File: src/rtl/iref_setup_pkg.sv
// Shared types and helpers for the I_REF setup sequencer.
package iref_setup_pkg;

  typedef enum logic [2:0] {IDLE, SETTLE, SAMPLE, DONE, FAILED} setup_state_t;

  localparam int IREF_WIDTH = 10;

  function automatic int unsigned iref_max(input int unsigned width);
    return (32'd1 << width) - 32'd1;
  endfunction

endpackage

File: src/rtl/sync_2ff.sv
// Single-bit two-flop synchronizer with asynchronous active-low reset to 0.
module sync_2ff (
  input  logic clk,
  input  logic rst_n,
  input  logic d,
  output logic q
);

  logic meta;

  always_ff @(posedge clk or negedge rst_n) begin
    if (!rst_n) begin
      meta <= 1'b0;
      q    <= 1'b0;
    end else begin
      meta <= d;
      q    <= meta;
    end
  end

endmodule

File: src/rtl/iref_setup_seq.sv
// I_REF setup sequencer: sweeps the DAC code down from full scale in STEP
// decrements, settling before each comparator sample, until trip or exhaustion.
module iref_setup_seq
  import iref_setup_pkg::*;
#(
  parameter int WIDTH         = IREF_WIDTH,
  parameter int STEP          = 8,
  parameter int SETTLE_CYCLES = 4
) (
  input  logic             clk,
  input  logic             rst_n,
  input  logic             start,
  input  logic             cmp,
  output logic [WIDTH-1:0] i_ref_setup,
  output logic             completed,
  output logic             busy,
  output logic             fail
);

  localparam int CNT_W = ($clog2(SETTLE_CYCLES) > 1) ? $clog2(SETTLE_CYCLES) : 1;
  localparam logic [WIDTH-1:0] CODE_MAX = WIDTH'(iref_max(WIDTH));
  localparam logic [WIDTH-1:0] CODE_STEP = WIDTH'(STEP);
  localparam logic [CNT_W-1:0] CNT_LOAD = CNT_W'(SETTLE_CYCLES - 1);

  setup_state_t     state;
  logic [CNT_W-1:0] settle_cnt;
  logic             cmp_s;

  sync_2ff u_cmp_sync (
    .clk   (clk),
    .rst_n (rst_n),
    .d     (cmp),
    .q     (cmp_s)
  );

  always_ff @(posedge clk or negedge rst_n) begin
    if (!rst_n) begin
      state       <= IDLE;
      settle_cnt  <= '0;
      i_ref_setup <= CODE_MAX;
      completed   <= 1'b0;
      busy        <= 1'b0;
      fail        <= 1'b0;
    end else begin
      case (state)
        IDLE, DONE, FAILED: begin
          if (start) begin
            state       <= SETTLE;
            settle_cnt  <= CNT_LOAD;
            i_ref_setup <= CODE_MAX;
            completed   <= 1'b0;
            fail        <= 1'b0;
            busy        <= 1'b1;
          end
        end
        SETTLE: begin
          if (settle_cnt == '0) begin
            state <= SAMPLE;
          end else begin
            settle_cnt <= settle_cnt - 1'b1;
          end
        end
        SAMPLE: begin
          if (cmp_s) begin
            state     <= DONE;
            completed <= 1'b1;
            busy      <= 1'b0;
          end else if (i_ref_setup >= CODE_STEP) begin
            state       <= SETTLE;
            settle_cnt  <= CNT_LOAD;
            i_ref_setup <= i_ref_setup - CODE_STEP;
          end else begin
            // Range exhausted: saturate at zero rather than wrap.
            state       <= FAILED;
            fail        <= 1'b1;
            busy        <= 1'b0;
            i_ref_setup <= '0;
          end
        end
        default: begin
          state     <= IDLE;
          busy      <= 1'b0;
          completed <= 1'b0;
          fail      <= 1'b0;
        end
      endcase
    end
  end

endmodule

File: config.mk
export PLATFORM = sky130hd
export DESIGN_NAME = iref_setup_seq
export DESIGN_NICKNAME = d
export VERILOG_FILES = /design/src/rtl/iref_setup_pkg.sv /design/src/rtl/sync_2ff.sv /design/src/rtl/iref_setup_seq.sv
export SDC_FILE = /design/constraint.sdc
export NUM_CORES = 1
export LEC_CHECK = 0
export BUFFER_PORTS_ARGS = -buffer_cell sky130_fd_sc_hd__buf_2
export CORE_MARGIN = 8
export CORE_UTILIZATION = 40
export CTS_BUF_LIST = sky130_fd_sc_hd__clkbuf_2
export CTS_CLUSTER_DIAMETER = 100
export DETAILED_ROUTE_END_ITERATION = 8
export GPL_TIMING_DRIVEN = 0
export PLACE_DENSITY_LB_ADDON = 0.12
export SLEW_MARGIN = 20
export SYNTH_ARGS = -nofsm -noshare
export SYNTH_HDL_FRONTEND = slang
export SYNTH_SLANG_ARGS = --single-unit
File: constraint.sdc
create_clock -name clk -period 3.6 [get_ports clk]
set_input_delay 0.72 -clock clk [delete_from_list [all_inputs] [get_ports clk]]
set_output_delay 0.72 -clock clk [all_outputs]
set_load 0.05 [all_outputs]
-- Word level (Yosys, flattened, before mapping)
Cells that the tools add are included.
Widths: inputs -> output; s select.
- register bits after elaboration: 20
- input bits: 4
- output and inout port bits: 13
- logic and storage cells: 59
- add/subtract/negate cells: 2
- order comparisons: 1
- equal/unequal tests: 12
- mux-type cells: 24
- bitwise gates (word level): 1
- reductions and logical operators: 11
- operators by type and width (kind ; count):
    $mux 10 ; 3
    $pmux 10 s2 ; 1
    $mux 3 ; 4
    $ne 2x2->1 const B ; 6
    $ge 10x4->1 const B ; 1
    $sub 10x4->10 const B ; 1
    $pmux 1 s3 ; 3
    $pmux 3 s3 ; 1
    $reduce_and 3->1 ; 3
    $mux 2 ; 4
    $mux 1 ; 7
    $eq 3x2->1 const B ; 2
    $pmux 2 s3 ; 1
    $reduce_and 5->1 ; 1
    $reduce_and 4->1 ; 1
    $eq 3x1->1 const B ; 1
    $eq 3x3->1 const B ; 1
    $logic_not 3->1 ; 1
    $ne 3x2->1 const B ; 1
    $reduce_bool 3->1 ; 1
    $reduce_or 3->1 ; 1
    $logic_not 2->1 ; 1
    $ne 2x1->1 const B ; 1
    $reduce_and 2->1 ; 1
    other kinds (3) ; 3

-- Longest topological paths before layout
- depth after elaboration: 4
- mapped depth: 6
- depth with buffers taken out: 6

-- Modules after synthesis
From an unflattened synthesis, not the netlist that was laid out.
- cell total of the unflattened synthesis: 102
- area total of the unflattened synthesis: 1028.5 um2
- modules (own cells, without submodules) (module ; times used ; cells each ; area each (um2) ; sequential area each (um2)):
    iref_setup_seq ; 1 ; 100 ; 978.4 ; 410.4
    sync_2ff ; 1 ; 2 ; 50.0 ; 50.0

-- Least setup slack after synthesis
No wires, ideal clock.
- kind: reg-to-reg
- from: register i_ref_setup[3]
- to: register state[0]
- setup time: 137 ps
- data arrival time: 1615 ps
- required time: 3463 ps
- path slack: 1848 ps
- stages on the path, launching flop included: 6
- buffers on the path: 1
- clock period less this slack: 1752 ps
- cell sequence: dfstp_2 > or4_1 > buf_2 > or2_4 > nor3_1 > o221ai_1
- longest elaborated chain between the ends: 4
- ends and longest elaborated chain (what ; RTL line ; RTL):
    from (decl) ; iref_setup_seq.sv:14 ; output logic [WIDTH-1:0] i_ref_setup,
    from (signal assigned) ; iref_setup_seq.sv:71 ; i_ref_setup <= i_ref_setup - CODE_STEP;
    $ge 10x4->1 ; iref_setup_seq.sv:68 ; end else if (i_ref_setup >= CODE_STEP) begin
    $mux 3 ; iref_setup_seq.sv:68 ;
    $mux 3 ; iref_setup_seq.sv:64 ; if (cmp_s) begin
    $pmux 3 s3 ; iref_setup_seq.sv:45 ; case (state)
    to (signal assigned) ; iref_setup_seq.sv:48 ; state <= SETTLE;
    to (signal assigned) ; iref_setup_seq.sv:65 ; state <= DONE;
    to (signal assigned) ; iref_setup_seq.sv:69 ; state <= SETTLE;
    to (decl) ; iref_setup_seq.sv:25 ; setup_state_t state;
No other way between the ends.
A chain may end at the register's enable or synchronous reset.

-- Final worst setup path
- from: register i_ref_setup[1]
- to: output i_ref_setup[1]
No word-level cell between the ends.

==> reports/qor.tcl <==
set qor(critical_path_end_type) {output port}
set qor(drt_pass1_iterations) 4
set qor(routedWlPerCell_um) 13.7
set qor(layout_min_cycle_time_ns) 1.96
set qor(design.portCount) 17
set qor(post-route-drc-count) 0
set qor(num_antenna_cells) 0
set qor(met2_usage_pct) 15.8
set qor(numCtsBuffers) 3
set qor(power_density_nw_per_um2) 593
set qor(grt_use_met1_pct) 13.9
set qor(avg_synthesized_cell_area_um2) 9.58
set qor(chipHeight_um) 65.9
set qor(cts-root-buf) {sky130_fd_sc_hd__clkbuf_2}
set qor(ratio_of_final_minimum_period_to_clock_period_pct) 54.4
set qor(worst_margin_slew_ns) 0.400
set qor(grt_pass1_vias) 772
set qor(rsz0062_at_grt) {false}
set qor(routed_wl_um) 2110
set qor(synth_seq_area_share_pct) 46.2
set qor(cts_sinks) 18
set qor(syn_nets) 110
set qor(globalRouteMet3Util_pct) 2.20
set qor(num-nets-final) 131
set qor(hold_class) {input pin to async pin}
set qor(synth.lib_cells_used.distinct) 35
set qor(timing.setup.critical_path_class) {register to output port}
set qor(layout_commonest_cell) {sky130_fd_sc_hd__buf_2}
set qor(grt_use_total_pct) 10.5
set qor(clk_pin_slew_worst_paths_ns) 0.18
set qor(max_slew_margin_vs_limit_pct) 73.3
set qor(power.leakage_nw) 0.473
set qor(layoutNonFillerInstCount) 154
set qor(peakVddDrop_mv) 0.393
set qor(yosys_warnings) 0
set qor(ant_nets) 0
set qor(post_route_cells_drive_above_1_share_pct) 32.3
set qor(power_internal_w) 0.000385
set qor(synth_cells) 104
set qor(switching_share_pct) 42.6
set qor(start_util_pct) 41.3
set qor(power_share_of_the_combinational_group_pct) 48.0
set qor(grt_first_pass_wirelength_um) 3640
set qor(cap_violations) 0
set qor(grt_start_max_net_pins) 19
set qor(seq_power_share_pct) 38.9
set qor(cts_hold_repair.buffers) 0
set qor(synth.cell_area_um2) 996
set qor(clock_insertion_delay_worst_skew_ns) 0.31
set qor(synth_area_leaders) {sky130_fd_sc_hd__dfrtp_1, sky130_fd_sc_hd__dfstp_2, sky130_fd_sc_hd__o21ai_0}
set qor(place_congestion) 0.807
set qor(floorplan.core_area_um2) 2410
set qor(placedCellCount) 150
set qor(run_status) {finished clean}
set qor(cts_htree_levels) 1
set qor(timing_max_transition_violations_final) 0
set qor(postSynthRegisterBits) 18
set qor(worst_setup_sp_type) {register}
set qor(layout.area.seq_um2) 460
set qor(fraction_of_synthesized_cell_area_taken_by_the_top_area_cell_type_pct) 25.1
set qor(die_area_um2) 4340
set qor(port_buffers) 16
set qor(drt-initial-drc-count) 33
set qor(vias) 807
set qor(grt.overflow.total) 0
set qor(timing.final.setup_violations) 0
set qor(timing.critical_path.arrival_ns) 1.24
set qor(route.detailed.vias_per_inst) 5.24
set qor(finClkSkew_ns) 0.00857
set qor(area_growth_pct) 13.7
set qor(multi_input_comb_area_um2) 470
set qor(timing_hold_violations_final) 0
set qor(clock_power_share_pct) 13.2
set qor(setup_tns_ns) 0
set qor(fmax_mhz) 511
set qor(chipWidth_um) 65.9
set qor(post-dp-hpwl_um) 1560
set qor(n_fill_cell) 236
set qor(most-common-layout-cells) {sky130_fd_sc_hd__buf_2, sky130_fd_sc_hd__o21ai_0, sky130_fd_sc_hd__dfrtp_1}
set qor(total_switching_power_w) 0.000286
set qor(path_max_fanout) 4
set qor(postCtsSetupRepairBufs) 0
set qor(clk_path_buf_depth) 2
set qor(worst-endpoint-required_ns) 2.88
set qor(post-synth-top-area-cell) {sky130_fd_sc_hd__dfrtp_1}
set qor(ctsResizeCount) 0
set qor(fp-row-count) 18
set qor(tritoncts_clock_tree) {yes}
set qor(gr-max-usage-layer) {met2}
set qor(antenna_found_initial) 0
==> kinds of logic (layout without fill, tap and decap cells) <==
group,after synthesis,in the layout,synth area share (%)
AO/OA/AOI/OAI,31,31,21.5
adder cells (fa/ha/maj),2,2,2.51
buffers and inverters,14,34,6.53
flip-flops,18,18,46.2
multiplexers,3,3,3.14
AND/OR/NAND/NOR,36,36,20.1
==> synth_stat cells (all sizes together) <==
| library cell | instances |
|---|---|
| dfrtp | 10 |
| o21ai | 10 |
| nor2 | 9 |
| dfstp | 8 |
| a21oi | 7 |
| inv | 7 |
| nand2b | 7 |
| buf | 6 |
| nand2 | 5 |
| nor3 | 4 |
| o31a | 3 |
| ha | 2 |
| mux2i | 2 |
| nand3b | 2 |
| nor3b | 2 |
| o41ai | 2 |
| or3 | 2 |
| a211oi | 1 |
| a21bo | 1 |
| a22o | 1 |
| a22oi | 1 |
| a31oi | 1 |
| a32oi | 1 |
| and2b | 1 |
| clkbuf | 1 |
| mux2 | 1 |
| nor2b | 1 |
| o211ai | 1 |
| o221ai | 1 |
| o31ai | 1 |
| or2 | 1 |
| or3b | 1 |
| or4 | 1 |
==> final cells by class <==
class                      instances  share of cell area, %
clock inverter                     1                  0.331
clock buffer                       3                   1.33
sequential                        18                   40.7
multi-input combinational         72                   41.5
timing repair buffer              16                   7.07
buffer                             7                   3.43
tap                               30                   3.31
inverter                           7                   2.32
==> flip-flops by register name, indices dropped and copies added, names as in the netlist <==
| register | count |
|---|---|
| completed | 1 |
| u_cmp_sync.q | 1 |
| state | 3 |
| settle_cnt | 2 |
| fail | 1 |
| u_cmp_sync.meta | 1 |
| i_ref_setup | 8 |
| busy | 1 |
==> through the flow <==
stage	hold WS, ns	util (%)	instance area (µm²)	total power [W]	setup slack, ns
after floorplan	0.331	-	996	0.000520	1.85
after global placement	0.335	46.2	1110	0.000582	1.63
after detailed placement	0.340	46.2	1110	0.000588	1.63
after CTS	0.303	47.0	1130	0.000682	1.60
after global routing	0.300	47.0	1130	0.000729	1.57
final	0.300	47.0	1130	0.000671	1.64
==> layer usage <==
metal / wire [µm] / vias up
li1: - / 412
met1: 1030 / 375
met2: 943 / 15
met3: 103 / 5
met4: 36 / 0
met5: 0 / -
==> worst paths after layout <==
| kind | start | end | slack, ns | cells past startpoint |
|---|---|---|---|---|
| max | i_ref_setup[1]$_DFFE_PN1P_ | i_ref_setup[1] | 1.64 | 2 |
| min | rst_n | state[2]$_DFFE_PN0P_ | 0.30 | 1 |
| max reg2reg | i_ref_setup[3]$_DFFE_PN1P_ | settle_cnt[1]$_DFFE_PN0P_ | 1.82 | 5 |
| min reg2reg | u_cmp_sync.meta$_DFF_PN0_ | u_cmp_sync.q$_DFF_PN0_ | 0.38 | 0 |
| max in group asynchronous | rst_n | i_ref_setup[6]$_DFFE_PN1P_ | 2.97 | 1 |
| min in group clk | u_cmp_sync.meta$_DFF_PN0_ | u_cmp_sync.q$_DFF_PN0_ | 0.38 | 0 |
==> power by group through the flow <==
stage | combinational [W] | sequential (W) | clock, W
floorplan | 0.000208 | 0.000311 | 0
global placement | 0.000318 | 0.000264 | 0
detailed placement | 0.000324 | 0.000265 | 0
CTS | 0.000325 | 0.000261 | 0.0000965
global route | 0.000358 | 0.000267 | 0.000105
finish | 0.000322 | 0.000261 | 0.0000883
==> worst max-delay path: stages (launching register included) <==
cell and delay (ns):
sky130_fd_sc_hd__dfstp_2 0.59, sky130_fd_sc_hd__buf_4 0.10, sky130_fd_sc_hd__buf_2 0.25
(Power assumes the default switching activity.)
